### src/rtl/serial_subtractor_if.sv
`default_nettype none
// ============================================================================
//  Module   : serial_subtractor_if
//  Purpose  : Request/result bundle between a requester and serial_subtractor.
//             The requester drives start and the operands. The subtractor
//             returns busy/done and the held difference with its borrow-out.
//  Revision : 1.0 - initial release
// ============================================================================
interface serial_subtractor_if #(
  parameter int WIDTH = 4
);
  logic             start;  // request, only honoured while the subtractor idles
  logic [WIDTH-1:0] A;      // minuend
  logic [WIDTH-1:0] B;      // subtrahend
  logic             Bin;    // borrow-in
  logic             busy;   // high while bits are being processed
  logic             done;   // one-cycle pulse: D/Bout freshly updated
  logic [WIDTH-1:0] D;      // difference, held until the next completion
  logic             Bout;   // final borrow, held with D

  modport master (
    output start, A, B, Bin,
    input  busy, done, D, Bout
  );

  modport slave (
    input  start, A, B, Bin,
    output busy, done, D, Bout
  );
endinterface
`default_nettype wire

### src/rtl/serial_subtractor.sv
`default_nettype none
// ============================================================================
//  Module   : serial_subtractor
//  Purpose  : Bit-serial borrow-ripple subtractor. It computes
//             D = (A - B - Bin) mod 2^WIDTH, one bit per clock, LSB first.
//             One full-subtractor cell is reused on every cycle.
//  Options  : SERIAL_SUB_SAT_EN - when defined, a result that would borrow
//             out is clamped to zero. Bout still reports the borrow.
//  Revision : 1.0 - initial release
// ============================================================================
module serial_subtractor #(
  parameter int WIDTH = 4  // must match the WIDTH of the connected interface
) (
  input  logic                  clk,
  input  logic                  rst,
  serial_subtractor_if.slave    bus
);

  // Bit counter just wide enough to index WIDTH bit positions (WIDTH >= 2).
  localparam int            CW       = $clog2(WIDTH);
  localparam logic [CW-1:0] LAST_BIT = CW'(WIDTH - 1);

  typedef enum logic [1:0] {
    ST_IDLE  = 2'd0,
    ST_SHIFT = 2'd1,
    ST_DONE  = 2'd2
  } state_t;

  state_t           state_q, state_d;
  logic [WIDTH-1:0] a_q, a_d;        // captured minuend, shifted right each bit
  logic [WIDTH-1:0] b_q, b_d;        // captured subtrahend, shifted right each bit
  logic             br_q, br_d;      // running borrow
  logic [WIDTH-1:0] res_q, res_d;    // partial result, filled from the MSB side
  logic [CW-1:0]    cnt_q, cnt_d;    // index of the bit processed next
  logic [WIDTH-1:0] dout_q, dout_d;  // visible difference
  logic             bout_q, bout_d;  // visible borrow-out

  // Full-subtractor cell working on the current LSB of both operands.
  logic             bit_a, bit_b, bit_d, bit_br;
  logic [WIDTH-1:0] res_shift;
  logic [WIDTH-1:0] final_d;

  assign bit_a  = a_q[0];
  assign bit_b  = b_q[0];
  assign bit_d  = bit_a ^ bit_b ^ br_q;
  assign bit_br = (~bit_a & bit_b) | (~bit_a & br_q) | (bit_b & br_q);

  // The new bit enters at the MSB. After WIDTH shifts, the first bit produced
  // (the LSB of the difference) has moved down to position 0.
  assign res_shift = {bit_d, res_q[WIDTH-1:1]};

`ifdef SERIAL_SUB_SAT_EN
  // Unsigned saturation: an underflowing result clamps to zero.
  assign final_d = bit_br ? '0 : res_shift;
`else
  // Wrapped modulo-2^WIDTH result.
  assign final_d = res_shift;
`endif

  // FSM state register with synchronous reset.
  always_ff @(posedge clk) begin
    if (rst) begin
      state_q <= ST_IDLE;
    end else begin
      state_q <= state_d;
    end
  end

  // Datapath registers. They are cleared by reset, so an aborted run leaves no trace.
  always_ff @(posedge clk) begin
    if (rst) begin
      a_q    <= '0;
      b_q    <= '0;
      br_q   <= 1'b0;
      res_q  <= '0;
      cnt_q  <= '0;
      dout_q <= '0;
      bout_q <= 1'b0;
    end else begin
      a_q    <= a_d;
      b_q    <= b_d;
      br_q   <= br_d;
      res_q  <= res_d;
      cnt_q  <= cnt_d;
      dout_q <= dout_d;
      bout_q <= bout_d;
    end
  end

  // Next-state and datapath update. Every register holds unless its state acts on it.
  always_comb begin
    state_d = state_q;
    a_d     = a_q;
    b_d     = b_q;
    br_d    = br_q;
    res_d   = res_q;
    cnt_d   = cnt_q;
    dout_d  = dout_q;
    bout_d  = bout_q;

    case (state_q)
      ST_IDLE: begin
        // Operands are sampled only here. A start that arrives in any other
        // state is not queued.
        if (bus.start) begin
          state_d = ST_SHIFT;
          a_d     = bus.A;
          b_d     = bus.B;
          br_d    = bus.Bin;
          res_d   = '0;
          cnt_d   = '0;
        end
      end

      ST_SHIFT: begin
        a_d   = {1'b0, a_q[WIDTH-1:1]};
        b_d   = {1'b0, b_q[WIDTH-1:1]};
        br_d  = bit_br;
        res_d = res_shift;
        cnt_d = cnt_q + CW'(1);
        if (cnt_q == LAST_BIT) begin
          // The last bit is being processed. The outputs are loaded directly
          // from the cell, so D/Bout change exactly at this edge.
          state_d = ST_DONE;
          dout_d  = final_d;
          bout_d  = bit_br;
        end
      end

      ST_DONE: begin
        state_d = ST_IDLE;
      end

      default: begin
        state_d = ST_IDLE;
      end
    endcase
  end

  assign bus.busy = (state_q == ST_SHIFT);
  assign bus.done = (state_q == ST_DONE);
  assign bus.D    = dout_q;
  assign bus.Bout = bout_q;

endmodule
`default_nettype wire
### src/flat_wrapper.sv
// flat-port wrapper written by rule: the top's interface ports become plain ports
module serial_subtractor_flat 
#(
  parameter int WIDTH = 4                                                    
)
  (clk, rst, bus_start, bus_A, bus_B, bus_Bin, bus_busy, bus_done, bus_D, bus_Bout);
  serial_subtractor_if #(.WIDTH(WIDTH)) bus_i ();
  input  logic clk;
  input  logic rst;
  input wire logic [$bits(bus_i.start)-1:0] bus_start;
  input wire logic [$bits(bus_i.A)-1:0] bus_A;
  input wire logic [$bits(bus_i.B)-1:0] bus_B;
  input wire logic [$bits(bus_i.Bin)-1:0] bus_Bin;
  output wire logic [$bits(bus_i.busy)-1:0] bus_busy;
  output wire logic [$bits(bus_i.done)-1:0] bus_done;
  output wire logic [$bits(bus_i.D)-1:0] bus_D;
  output wire logic [$bits(bus_i.Bout)-1:0] bus_Bout;
  assign bus_i.start = bus_start;
  assign bus_i.A = bus_A;
  assign bus_i.B = bus_B;
  assign bus_i.Bin = bus_Bin;
  assign bus_busy = bus_i.busy;
  assign bus_done = bus_i.done;
  assign bus_D = bus_i.D;
  assign bus_Bout = bus_i.Bout;
  serial_subtractor #(.WIDTH(WIDTH)) u_core (.clk(clk), .rst(rst), .bus(bus_i));
endmodule
### config.mk
export PLATFORM = sky130hd
export DESIGN_NAME = serial_subtractor_flat
export DESIGN_NICKNAME = d
export VERILOG_FILES = /design/src/rtl/serial_subtractor_if.sv /design/src/rtl/serial_subtractor.sv /design/src/flat_wrapper.sv
export SDC_FILE = /design/constraint.sdc
export NUM_CORES = 1
export LEC_CHECK = 0
export BUFFER_PORTS_ARGS = -buffer_cell sky130_fd_sc_hd__buf_2
export CAP_MARGIN = 15
export CORE_MARGIN = 4
export CORE_UTILIZATION = 44
export DETAILED_ROUTE_END_ITERATION = 8
export HOLD_SLACK_MARGIN = 0.02
export PLACE_DENSITY = 0.72
export RECOVER_POWER = 100
export SYNTH_ARGS = -nofsm -noshare
export SYNTH_HDL_FRONTEND = slang
export SYNTH_SLANG_ARGS = --single-unit
### constraint.sdc
create_clock -name clk -period 2.1 [get_ports clk]
set_clock_uncertainty 0.15 [all_clocks]
set_input_delay 0.42 -clock clk [delete_from_list [all_inputs] [get_ports clk]]
set_output_delay 0.42 -clock clk [all_outputs]
set_load 0.1 [all_outputs]
==> metrics.txt <==
status=finished clean; Max-Cap Viols=0; fin cells=141; Worst Hold Class=in2reg; Worst Path Required=1.53 ns; vias per inst=approximately 5.3; Synth top cells by count=dfxtp_1 (21), nor2_1 (13), a21oi_1 (6), mux2i_1 (6); NetSw=about 210 uW; EDFF count, synth=0; Cell Area, Synth=between 900 and 1000 um^2; Post-CTS Setup Inserts=0; Core Region=about 2000 um^2; initial antenna violation count=0; Final ANT Viol Nets=0; Initial DRC Count=21; VDD IR max=approximately 0.00036 V; Mapped Cells=96; clk buf depth=2; largest net degree at the start of global routing=22; final setup TNS=0 ns; pwr/cell area=between 600 and 700 nW/um^2; minimum clock period=around 2.0 ns; cts repair resizes=0; Placed Cells incl. Taps=approximately 140; Buffers on Ports=18; CTS root buf=clkbuf_4; CP max FO=8; Reg area=420 um^2; Clock Power Share=roughly a quarter; Pint=~540 uW; Final Cycle Share=94.7%; Setup crit end kind=output pin; io pins=19; count of final hold-check violations=0; Slowest-stage cell, CP=dfxtp_1; routability cong.=0.707; Final Max Tran Viols=0; most common cell in the netlist=dfxtp_1; Post-synth ARST share=0%; final worst slack=~0.11 ns; crit-path cells=nor2b_1 > buf_12; first-pass GRT wire length=approximately 3.2 mm; RSZ-0062 raised after global routing=no; final setup violation count=0; via count=roughly 750; layout cell share with drive strength beyond 1=26.3%; Layout area overhead=12.2%; Net count, final=129; CTS Hold Bufs=0; final WL=just under 2 mm; worst slew pin tran=around 0.54 ns; Die Area=just under 3000 um^2; Top FF cell, synth=dfxtp_1; post-synthesis sequential area ratio=between 40% and 50%; leak pwr=approximately 0.00043 uW; GRT Total Usage=roughly 16%; CTS tree=built; FILL cells=between 150 and 200; Slew HR=around 64%; Post-DP HPWL=approximately 1.4 mm; footprint of the multi-input gates=around 450 um^2; CP arrival=approximately 1.4 ns; Logic pwr share=around 15%; sequential share of power=approximately 58%; pre-CTS setup slack=~0.47 ns; # DRC=0; Clock Sinks=21; post-synthesis net count=between 100 and 150; crit start category=flop; Die X=about 54 um; number of synthesized register bits=21; Syn. warnings=0; Highest Clock Rate=~0.50 GHz; Reg clk slew, reported paths=approximately 0.12 ns; dominant cells by area after synthesis=dfxtp_1 (44%), mux2i_1 (6.3%), nor2_1 (5.1%); TritonCTS Buffers=3; drt first pass iters=4; worst skew pair latency=about 0.31 ns; Starting Density=47.5%; Syn Area/Cell=just under 10 um^2; # H-tree levels=1; post-synth top area share=44.2%; grt ovf=0; ant diodes=0; Slowest Stage Delay on Critical Path=0.53 ns; number of global-route vias before repair=685; drt wl/cell=13.8 um; Cell variety after synth=28; hold slack=0.228 ns; critical path class=reg2out; switching portion of total power=27.7%; chip height=54.5 um; # rows=16; Yosys top cell by area=dfxtp_1
## critical path: cells and delay by family, from the launching register on
| family | cells | cell delay (ns) |
|---|---|---|
| buffers and inverters | 1 | 0.22 |
| flip-flops | 1 | 0.53 |
| AND/OR/NAND/NOR | 1 | 0.36 |
## kinds of logic after synthesis
kind of cell	count (synthesis)	share of synthesized area [%]
and+or+nand+nor	38	24.2
DFF	21	44.2
AOI/OAI and AO/OA	19	15.4
buffers and inverters	10	6.45
muxes	6	6.32
adders and majority gates	2	3.42
## metal layers
| metal | share of wire, % | global-route usage, % | routed length (um) | up-vias |
|---|---|---|---|---|
| met5 | 0 | 0 | 0 | - |
| met4 | 3.6 | 12.4 | 69 | 0 |
| met3 | 2.4 | 1.63 | 46 | 5 |
| met2 | 50 | 24.3 | 969 | 13 |
| met1 | 44 | 19.6 | 854 | 351 |
| li1 | - | - | - | 376 |
## sequential cells by signal, summed over array words and instances, names as in the netlist
name and count:
u_core.a_q 4, u_core.b_q 4, u_core.br_q 1, u_core.bus.Bout 1, u_core.bus.D 4, u_core.cnt_q 2
u_core.res_q 3, u_core.state_q 2
## per-stage QoR
stage                     instance area (um^2)  total power [uW]  utilization (%)
final                                     1070               746             53.3
after global routing                      1070               787             53.3
after CTS                                 1090               764             54.6
after detailed placement                  1060               567             53.2
after global placement                    1060               562             53.2
after floorplan                            953               535                -
## power by group through the flow
stage	Clock (uW)	Combinational [uW]	Sequential (uW)
2_1_floorplan	0	96.4	439
5_1_grt	220	129	438
4_1_cts	206	123	435
6_report	196	115	435
3_3_place_gp	0	119	443
3_5_place_dp	0	123	444
## area by class of cell
type,count,area share [%]
timing repair buffer,21,11.6
inverter,3,1.06
sequential,21,39.4
clock inverter,1,0.469
clock buffer,3,2.11
multi-input combinational,65,42.2
tap,27,3.17
## placed cells by master, fill, tap and decap left out, drive strengths merged
| cell type | count |
|---|---|
| mux2i | 6 |
| nor2b | 2 |
| fa | 1 |
| o21bai | 1 |
| buf | 14 |
| clkinv | 1 |
| a21oi | 6 |
| nor3 | 1 |
| nor4b | 3 |
| o21ai | 2 |
| nand4bb | 2 |
| o21ba | 1 |
| nor3b | 3 |
| nor4 | 3 |
| clkbuf | 10 |
| nand3b | 1 |
| inv | 3 |
| a211oi | 5 |
| nand2 | 4 |
| ha | 1 |
| nor2 | 15 |
| nand3 | 4 |
| a22oi | 4 |
| dfxtp | 21 |
## worst paths after layout
kind                     start         endpoint  slack [ns]  cells past startpoint
max          u_core.state_q[0]         bus_busy        0.11                      2
max reg2reg  u_core.state_q[0]  u_core.bus.D[3]        0.27                      4
min reg2reg    u_core.bus.D[2]  u_core.bus.D[2]        0.31                      2
min                   bus_B[3]    u_core.b_q[3]        0.23                      3
Note: power is estimated with default switching activity, not from simulation.
